`config.mk`:
```
export PLATFORM = sky130hd
export DESIGN_NAME = fetch_unit
export DESIGN_NICKNAME = d
export VERILOG_FILES = /design/src/rtl/hotate_fetch_pkg.sv /design/src/rtl/fetch_hold_reg.sv /design/src/rtl/fetch_unit.sv
export SDC_FILE = /design/constraint.sdc
export NUM_CORES = 1
export LEC_CHECK = 0
export CORE_MARGIN = 4
export CORE_UTILIZATION = 24
export DETAILED_ROUTE_END_ITERATION = 8
export PLACE_DENSITY = 0.56
export SLEW_MARGIN = 0
export SYNTH_ARGS = -nofsm -noshare
export SYNTH_HDL_FRONTEND = slang
export SYNTH_HIERARCHICAL = 1
export SYNTH_SLANG_ARGS = --single-unit
```
`constraint.sdc`:
```
create_clock -name clk -period 2 [get_ports clk]
set_input_delay 0.3 -clock clk [delete_from_list [all_inputs] [get_ports clk]]
set_output_delay 0.3 -clock clk [all_outputs]
set_load 0.01 [all_outputs]
```
`src/rtl/hotate_fetch_pkg.sv`:
```
// Shared types and constants for the instruction-fetch stage.
package hotate_fetch_pkg;

    localparam int unsigned XLEN = 32;

    typedef enum logic [1:0] {
        EMPTY = 2'd0,
        LIVE  = 2'd1,
        HELD  = 2'd2
    } fetch_state_t;

    localparam logic [XLEN-1:0] PC_STEP  = 32'd4;
    localparam logic [XLEN-1:0] INST_NOP = 32'h0000_0013;

endpackage

```
`src/rtl/fetch_hold_reg.sv`:
```
// Capture register with synchronous clear and load; clear has priority.
module fetch_hold_reg
    import hotate_fetch_pkg::*;
#(
    parameter int unsigned W = XLEN
) (
    input  logic         clk,
    input  logic         clear,
    input  logic         load,
    input  logic [W-1:0] d,
    output logic [W-1:0] q
);

    always_ff @(posedge clk) begin
        if (clear) begin
            q <= '0;
        end else if (load) begin
            q <= d;
        end
    end

endmodule

```
`src/rtl/fetch_unit.sv`:
```
// Instruction-fetch stage: PC generation, response pairing and stall hold buffering.
// Optional FETCH_MISALIGN_CHECK_EN adds if_misaligned and a sticky misaligned-redirect fault.
module fetch_unit
    import hotate_fetch_pkg::*;
#(
    parameter logic [XLEN-1:0] RESET_PC  = 32'h0000_0000,
    parameter bit              BYTE_ADDR = 1'b0
) (
    input  logic            clk,
    input  logic            rst,
    output logic [XLEN-1:0] imem_addr,
    input  logic [XLEN-1:0] imem_inst,
    input  logic            stall,
    input  logic            redirect_valid,
    input  logic [XLEN-1:0] redirect_pc,
    output logic            if_valid,
    output logic [XLEN-1:0] if_pc,
    output logic [XLEN-1:0] if_inst
`ifdef FETCH_MISALIGN_CHECK_EN
    ,
    output logic            if_misaligned
`endif
);

    fetch_state_t    state_q, state_d;
    logic [XLEN-1:0] fetch_pc_q, fetch_pc_d;
    logic [XLEN-1:0] resp_pc_q, resp_pc_d;
    logic [XLEN-1:0] hold_inst;
    logic            hold_load;
    logic            fault_q, fault_d;

    fetch_hold_reg #(.W(XLEN)) u_hold (
        .clk   (clk),
        .clear (rst),
        .load  (hold_load),
        .d     (imem_inst),
        .q     (hold_inst)
    );

    always_ff @(posedge clk) begin
        if (rst) begin
            state_q    <= EMPTY;
            fetch_pc_q <= RESET_PC;
            resp_pc_q  <= RESET_PC;
            fault_q    <= 1'b0;
        end else begin
            state_q    <= state_d;
            fetch_pc_q <= fetch_pc_d;
            resp_pc_q  <= resp_pc_d;
            fault_q    <= fault_d;
        end
    end

    // Priority: redirect > (fault freeze) > stall > advance.
    always_comb begin
        state_d    = state_q;
        fetch_pc_d = fetch_pc_q;
        resp_pc_d  = resp_pc_q;
        fault_d    = fault_q;
        hold_load  = 1'b0;
        if (redirect_valid) begin
            state_d = EMPTY;
`ifdef FETCH_MISALIGN_CHECK_EN
            fetch_pc_d = redirect_pc;
            fault_d    = (redirect_pc[1:0] != 2'b00);
            if (redirect_pc[1:0] != 2'b00) begin
                resp_pc_d = redirect_pc;
            end
        end else if (fault_q) begin
            fetch_pc_d = fetch_pc_q;
`else
            fetch_pc_d = redirect_pc & ~XLEN'(3);
            fault_d    = 1'b0;
`endif
        end else if (stall) begin
            if (state_q == LIVE) begin
                state_d   = HELD;
                hold_load = 1'b1;
            end
        end else begin
            resp_pc_d  = fetch_pc_q;
            fetch_pc_d = fetch_pc_q + PC_STEP;
            state_d    = LIVE;
        end
    end

    assign imem_addr = BYTE_ADDR ? fetch_pc_q : {2'b00, fetch_pc_q[XLEN-1:2]};
    assign if_valid  = (state_q != EMPTY) || fault_q;
    assign if_pc     = resp_pc_q;
    assign if_inst   = fault_q             ? INST_NOP  :
                       (state_q == HELD)   ? hold_inst : imem_inst;

`ifdef FETCH_MISALIGN_CHECK_EN
    assign if_misaligned = fault_q;
`endif

endmodule

```
==> flow_summary.ini, run 1 <==
[run_status]
status = completed

[routing]
num_vias = 4357
wl_per_cell_um = 16.7
viasPerCell = 4.72
drtPass1Iterations = 4
drc = 0
drt-total-wl_mm = 15.4
drt.antenna.violating_nets = 0
drt_iter0_drc = 201

[setup_path]
cp_max_fo = 8
rrSetupSlack_ps = 50
critPathRequiredTime_ps = 1700
cpMaxStageDelayCell = mux2_2
timing_worst_setup_path_type = reg -> out
cp_common_cell = buf_6
cp-start-kind = flip-flop
cp.arrival_ps = 1690
path_cells = nor2b_4 -> buf_6 -> buf_6 -> buf_16 -> mux2_2 -> buf_2
slowest_delay_ps = 340
cp-end-kind = primary output

[cts]
cts_root_buffer = clkbuf_16
tritoncts = yes
cts.clk_slew.worst_paths_ps = 70
cts_buffers = 9
ctsLongestPathBuffers = 2
h-tree-depth = 3
clk_latency_ps = 350
clock_sinks = 94

[power]
power_frac_seq = 0.444
pwr-share-clk = 0.392
intPower_uw = 3330
vdd_ir_drop_max_mv = 0.381
pwr-share-comb = 0.164
power_density_mw_per_mm2 = 660
p_sw_uw = 1190
power_uw = 4520
switching_share = 0.263
p_leak_uw = 0.00243

[sta]
fin_hold_ws_ps = 266
period_minus_slack_ps = 1990
fmax_mhz = 503
setup_slack_ps = 11.6
report.final.slew_viol_count = 0
finalCritPeriodShare = 0.994
setup-violations-final = 0
worst_clock_skew_ps = 11.3
rsz0062_at_grt = yes
hold_viol = 0

[synth]
synthTopCellsByCount = dfxtp_1, nand2_1, nor2_1
synth_top_area_frac = 0.423
synth_edf_count = 0
synthCells = 510
synth_seq_cells = 94
syn_area_per_cell_um2 = 8.73
synth_warnings = 6
yosys-top-cells-area = dfxtp_1, mux2_2, mux2i_1
ys_seq_area_frac = 0.423
yosysTopAreaCell = dfxtp_1
synth.most_common_cell = dfxtp_1
synth_cell_types = 51
async_reset_ff_frac = 0
syn_area_mm2 = 0.00445
synth_top_flop_cell = dfxtp_1

[die]
io_pins = 165
core-area_mm2 = 0.0181
start_util = 0.246
die_x_um = 144
die_y_um = 144
fp.dieArea_mm2 = 0.0208
rows = 49

[global_route]
antenna_found_initial = 1
grtUsageTotal = 0.148
grt_max_degree = 37
grt_pass1_vias = 4598
grt_pass1_wl_mm = 24.3
grt_overflow = 0

[placement]
gp_congestion = 0.764
place_area_mm2 = 0.00649
dpl.hpwl_mm = 10.9
pre_cts_slack_ps = -406
place_inst = 900
portBuffers = 158

[finish]
final_cells = 923
nets = 758
fin_area_mm2 = 0.00685
final_layout_size_suffix_gt1_frac = 0.206
antenna_cells = 0
syn2layout_area_growth_pct = 53.9

[flow_run]
maxCapViolCount = 0

[hold_path]
hold_path_class = in -> reg
[logic make-up after synthesis]
group / synth area share
compound gates: 0.111
xor+xnor: 0.0236
fa+ha+maj: 0.00281
buf+inv: 0.0554
flops: 0.423
mux: 0.155
other cells: 0.000842
simple gates: 0.228
[per-stage QoR]
step | TNS (ps) | utilization
final | 0 | 0.379
after global routing | -357 | 0.379
after CTS | -168 | 0.379
after global placement | -5170 | 0.359
after detailed placement | -6460 | 0.359
after floorplan | 0 | -
[registers in the layout (all words and copies together), names as in the netlist]
signal,count
state_q,2
fetch_pc_q,30
u_hold/q,32
if_pc,30
[layer usage]
metal	GRT usage	routed length [um]	vias up
met5	0	13	-
met3	0.0357	959	14
met1	0.177	6690	2053
li1	-	-	2160
met2	0.261	7610	128
met4	0.0442	162	2
[placed cells by master (no fill, tap or decap), types with 4 or more instances in the layout]
cell type,count
nand4_1,8
and3_1,8
or4_1,7
clkbuf_16,9
nand3_1,13
a311oi_1,7
dfxtp_2,5
buf_2,19
inv_1,5
buf_6,17
conb_1,4
nor2_1,58
a21oi_1,39
buf_12,5
nor4_1,7
mux2_2,30
nor3_1,7
o31ai_1,4
mux2i_1,33
clkdlybuf4s50_1,125
buf_4,37
xnor2_1,11
nand2_1,79
dfxtp_1,89
a211oi_1,11
[path summary, 6_finish.rpt]
| kind | startpoint | end | depth (start not counted) |
|---|---|---|---|
| worst max-delay path | state_q[1] | if_inst[26] | 6 |
| worst min-delay path | rst | if_pc[26] | 2 |
| worst max register to register | fetch_pc_q[2] | fetch_pc_q[28] | 5 |
| worst min register to register | if_pc[2] | if_pc[2] | 2 |
[final cells by class]
class / instances / area, um^2
repair buffers: 205 / 1970
inverters: 6 / 22.5
flip-flops and latches: 94 / 1890
clock buffers: 10 / 229
clock inverters: 6 / 70.1
well taps: 229 / 287
multi-input cells: 373 / 2380
fillers: 1805 / 11200
[timing repair]
action | 4_1_cts | 5_1_grt
buffers inserted | 5 | 0
hold buffers | 0 | 0
pin swaps | 0 | 2
resized for setup | 141 | 14
gates cloned | 3 | 0
endpoints found under the setup margin | 37 | 22
[worst max-delay path: cells and delay by family, from the launching register on]
family	cells	cell delay, ps
buffers and inverters	4	470
flip-flops	1	330
multiplexers	1	340
AND/OR/NAND/NOR	1	200
[power groups by stage]
| stage | sequential [uW] | clock [uW] | combinational, uW |
|---|---|---|---|
| 2_1_floorplan | 2080 | 0 | 263 |
| 3_3_place_gp | 2050 | 0 | 742 |
| 5_1_grt | 2020 | 1920 | 804 |
| 4_1_cts | 2010 | 1850 | 746 |
| 6_report | 2010 | 1770 | 742 |
| 3_5_place_dp | 2050 | 0 | 752 |
No activity file was read; power rests on OpenSTA's default activity.
==> run 2: changes to the inputs <==
Settings changed: SETUP_SLACK_MARGIN set to 0.5.
==> flow_summary.ini, run 2 (synthesis gave the netlist of run 1 again) <==
[routing]
drc = 0
drt_iter0_drc = 159
drt-total-wl_mm = 16.5
num_vias = 4550
wl_per_cell_um = 17.3
viasPerCell = 4.79
drtPass1Iterations = 4
drt.antenna.violating_nets = 0

[power]
power_uw = 4500
power_frac_seq = 0.452
vdd_ir_drop_max_mv = 0.412
pwr-share-comb = 0.176
pwr-share-clk = 0.373
p_sw_uw = 1130
power_density_mw_per_mm2 = 581
switching_share = 0.252
intPower_uw = 3370
p_leak_uw = 0.00321

[placement]
portBuffers = 158
dpl.hpwl_mm = 10.5
gp_congestion = 0.827
pre_cts_slack_ps = -310
place_inst = 889

[finish]
syn2layout_area_growth_pct = 74.0
final_layout_size_suffix_gt1_frac = 0.315
largest_reg_flops = 32
layout_common_cells = nand2_1, dfxtp_1, clkdlybuf4s50_1
regMostFlops = u_hold/q
nets = 786
fill_cells = 1749
layout.cells.most_common = nand2_1
post-route-util = 0.428
antenna_cells = 0
final_cells = 950

[global_route]
grt_pass1_vias = 4646
grt_pass1_wl_mm = 24.7
grt_overflow = 0
grtUsageTotal = 0.151
grt_max_degree = 57
antenna_found_initial = 0

[sta]
report.final.slew_viol_count = 0
worst_clock_skew_ps = 5.55
rsz0062_at_grt = yes
period_minus_slack_ps = 1930
setup-violations-final = 0
finalCritPeriodShare = 0.963
hold_viol = 0
fmax_mhz = 519
setup_slack_ps = 74.9

[cts]
clk_latency_ps = 340
cts_root_buffer = clkbuf_16
clock_sinks = 94
cts_buffers = 9
ctsLongestPathBuffers = 2
tritoncts = yes
h-tree-depth = 3
cts.clk_slew.worst_paths_ps = 60

[setup_path]
cp_common_cell = buf_12
cp-end-kind = primary output
cp_max_fo = 8
critPathRequiredTime_ps = 1700
path_cells = nor2b_4 -> buf_12 -> buf_12 -> buf_16 -> mux2_4 -> buf_6
cp-start-kind = flip-flop
slowest_delay_ps = 320
r2r_end = fetch_pc_q[16]
r2r_cells = 8
timing_worst_setup_path_type = reg -> out
rrSetupSlack_ps = 160
cp.arrival_ps = 1630
r2r-start = fetch_pc_q[3]
cpMaxStageDelayCell = dfxtp_2

[die]
fp.dieArea_mm2 = 0.0208
io_pins = 165
core-area_mm2 = 0.0181
die_x_um = 144
start_util = 0.246
rows = 49
die_y_um = 144

[run_status]
status = completed

[hold_path]
whs_path_depth = 2
hold_start = rst
hold_end = if_pc[31]
hold_path_class = in -> reg

[flow_run]
maxCapViolCount = 0
[run 2: changes by cell type in the layout (fill, tap and decap cells not counted), sizes merged]
cell	change
clkdlybuf4s50	-63
clkinvlp	-3
bufinv	-1
inv	-2
dlygate4sd2	+61
clkbuf	+7
buf	+28
[run 2: through the flow]
stage,instance area [um^2],hold WS (ps),TNS (ps)
2_1_floorplan,4580,372,0
3_3_place_gp,6460,444,-4390
3_5_place_dp,6460,447,-6070
4_1_cts,7400,211,0
5_1_grt,7740,229,0
6_report,7740,229,0
[run 2: cell type report]
class	count	area, um^2	area share
Clock buffer	15	288	0.0372
Sequential cell	94	1940	0.251
Tap cell	229	287	0.0370
Multi-Input combinational cell	373	2790	0.360
Inverter	6	22.5	0.00291
Timing Repair Buffer	233	2410	0.312
[run 2: power by group through the flow]
stage               sequential (uW)  clock, uW  combinational (uW)
CTS                            2030       1770                 766
global route                   2040       1830                 849
finish                         2030       1680                 790
detailed placement             2070          0                 719
global placement               2070          0                 713
floorplan                      2080          0                 272
[run 2: worst max-delay path by stage]
stage                     slack (ps)             end     startpoint
after global routing              30     if_inst[12]     state_q[1]
after floorplan                  130  fetch_pc_q[24]  fetch_pc_q[6]
after detailed placement        -310  fetch_pc_q[24]          stall
final                             70      if_inst[6]     state_q[1]
after global placement          -280  fetch_pc_q[22]          stall
after CTS                         50      if_inst[8]     state_q[1]
[run 2: worst max-delay path, delay by kind of cell, from the launching register on]
family                 cells  cell delay [ps]
buffers and inverters      4              500
flip-flops                 1              320
multiplexers               1              310
AND/OR/NAND/NOR            1              150
[run 2: repair_timing]
item	in CTS	in global routing
pin swaps	25	37
hold buffers	0	0
endpoints found under the setup margin	165	90
resized for setup	319	47
buffers inserted	24	16
endpoints found under the hold margin	0	0
gates cloned	5	1
[run 2: per-layer routing]
layer,vias up,track usage,share of wire
met2,151,0.260,0.49
met1,2166,0.183,0.42
li1,2210,-,-
met5,-,0,0
met3,23,0.0384,0.064
met4,0,0.0545,0.021
==> run 3: changes to the inputs <==
Settings changed: CORE_UTILIZATION 24 to 40, PLACE_DENSITY 0.56 to 0.82.
==> flow_summary.ini, run 3 (synthesis gave the netlist of run 1 again) <==
[setup_path]
cp-end-kind = primary output
r2r_cells = 5
timing_worst_setup_path_type = reg -> out
cp.arrival_ps = 1710
r2r-start = fetch_pc_q[2]
cp-start-kind = flip-flop
rrSetupSlack_ps = 140
cp-endpoint = if_inst[25]
critPathLaunch = state_q[1]
cp_max_fo = 8
r2r_end = fetch_pc_q[24]
critPathRequiredTime_ps = 1700

[placement]
place_area_mm2 = 0.00632
gp_congestion = 0.834
pre_cts_slack_ps = -331
dpl.hpwl_mm = 9.46
portBuffers = 158

[cts]
cts_buffers = 9
tritoncts = yes
h-tree-depth = 3
clk_latency_ps = 370
cts.clk_slew.worst_paths_ps = 100
cts_root_buffer = clkbuf_8
ctsLongestPathBuffers = 2
clock_sinks = 94

[die]
io_pins = 165
die_y_um = 113
start_util = 0.409
rows = 38
die_x_um = 113
fp.dieArea_mm2 = 0.0129
core-area_mm2 = 0.0109

[routing]
drt.antenna.violating_nets = 0
num_vias = 4954
drtPass1Iterations = 5
drc = 0
wl_per_cell_um = 20.2
drt-total-wl_mm = 17.7
viasPerCell = 5.66
drt_iter0_drc = 516

[flow_run]
maxCapViolCount = 0

[global_route]
grt_overflow = 0
antenna_found_initial = 0
grt_max_degree = 52
grt_pass1_wl_mm = 25.8
grt_pass1_vias = 4973
grtUsageTotal = 0.248

[finish]
antenna_cells = 0
layout_common_cells = nand2_1, buf_6, dfxtp_1
layout.cells.most_common = nand2_1
final_layout_size_suffix_gt1_frac = 0.365
syn2layout_area_growth_pct = 75.6
regMostFlops = u_hold/q
seq_area_mm2 = 0.00194
largest_reg_flops = 32
nets = 801
fin_area_mm2 = 0.00782
multi_input_area_mm2 = 0.00293
fill_cells = 747

[sta]
finalCritPeriodShare = 1.01
max_slew.worst_pin.slew_ps = 589
rsz0062_at_grt = yes
worst_clock_skew_ps = 16.8
report.final.slew_viol_count = 0
setup_slack_ps = -12.8
period_minus_slack_ps = 2010
hold_viol = 0
slew_headroom = 0.607
setup-violations-final = 5
fmax_mhz = 497

[power]
vdd_ir_drop_max_mv = 0.360
power_density_mw_per_mm2 = 515
p_leak_uw = 0.00328

[run_status]
status = finished with violations
violations = negative setup slack

[hold_path]
hold_path_class = in -> reg
-- run 3: changes by cell type in the layout (fill, tap and decap cells not counted), sizes merged --
cell / change
clkinv: +3
buf: +16
clkinvlp: +2
clkbuf: -4
clkdlybuf4s15: +3
dlygate4sd2: -5
-- run 3: how the worst min path moves through the flow --
stage          startpoint            end  cells after the start
3_3_place_gp    if_pc[13]      if_pc[13]                      2
4_1_cts               rst  fetch_pc_q[3]                      2
6_report              rst   u_hold/q[21]                      2
3_5_place_dp     if_pc[4]       if_pc[4]                      2
2_1_floorplan         rst   u_hold/q[29]                      1
5_1_grt               rst   u_hold/q[28]                      2
-- run 3: layout make-up --
cell class / count / area share
clock buffers: 10 / 0.0163
inverters: 6 / 0.00304
well taps: 140 / 0.0224
clock inverters: 5 / 0.00480
repair buffers: 248 / 0.330
multi-input cells: 373 / 0.375
flip-flops and latches: 94 / 0.248
-- run 3: metrics by stage --
step / setup TNS [ps] / total power, uW / std cells / hold slack, ps / utilization
after floorplan: 0 / 2350 / 513 / 372 / -
after global placement: -3740 / 2750 / 799 / 443 / 0.580
after detailed placement: -5680 / 2770 / 799 / 447 / 0.580
after CTS: -15.8 / 3960 / 852 / 397 / 0.675
after global routing: -1520 / 4200 / 876 / 426 / 0.718
final: -33.3 / 4030 / 876 / 416 / 0.718
-- run 3: routing by layer --
metal / wire length, um / vias to the layer above / global-route usage / share of wire
li1: - / 2237 / - / -
met1: 6840 / 2361 / 0.288 / 0.39
met2: 9040 / 305 / 0.443 / 0.51
met3: 1350 / 51 / 0.0541 / 0.076
met4: 508 / 0 / 0.0954 / 0.029
met5: 0 / - / 0 / 0
-- run 3: worst max-delay path, cell delays in order (launching register included) --
cell and delay, ps:
dfxtp_2 340, nor2b_4 190, buf_6 140, buf_12 100, buf_16 140, mux2_4 320
buf_6 120
-- run 3: timing repair --
action / 4_1_cts / 5_1_grt
cloned: 5 / 1
hold buffers: 0 / 0
pin swaps: 33 / 26
gates resized for setup: 354 / 66
setup buffers: 33 / 23
setup endpoints to repair: 151 / 92
-- run 3: power breakdown --
| part | leakage [uW] | switching [uW] | total [uW] | internal, uW |
|---|---|---|---|---|
| logic | 0.00242 | 374 | 845 | 471 |
| registers | 0.000779 | 91.3 | 2040 | 1940 |
| clock network | 0.0000783 | 698 | 1150 | 449 |
| total | 0.00328 | 1160 | 4030 | 2860 |
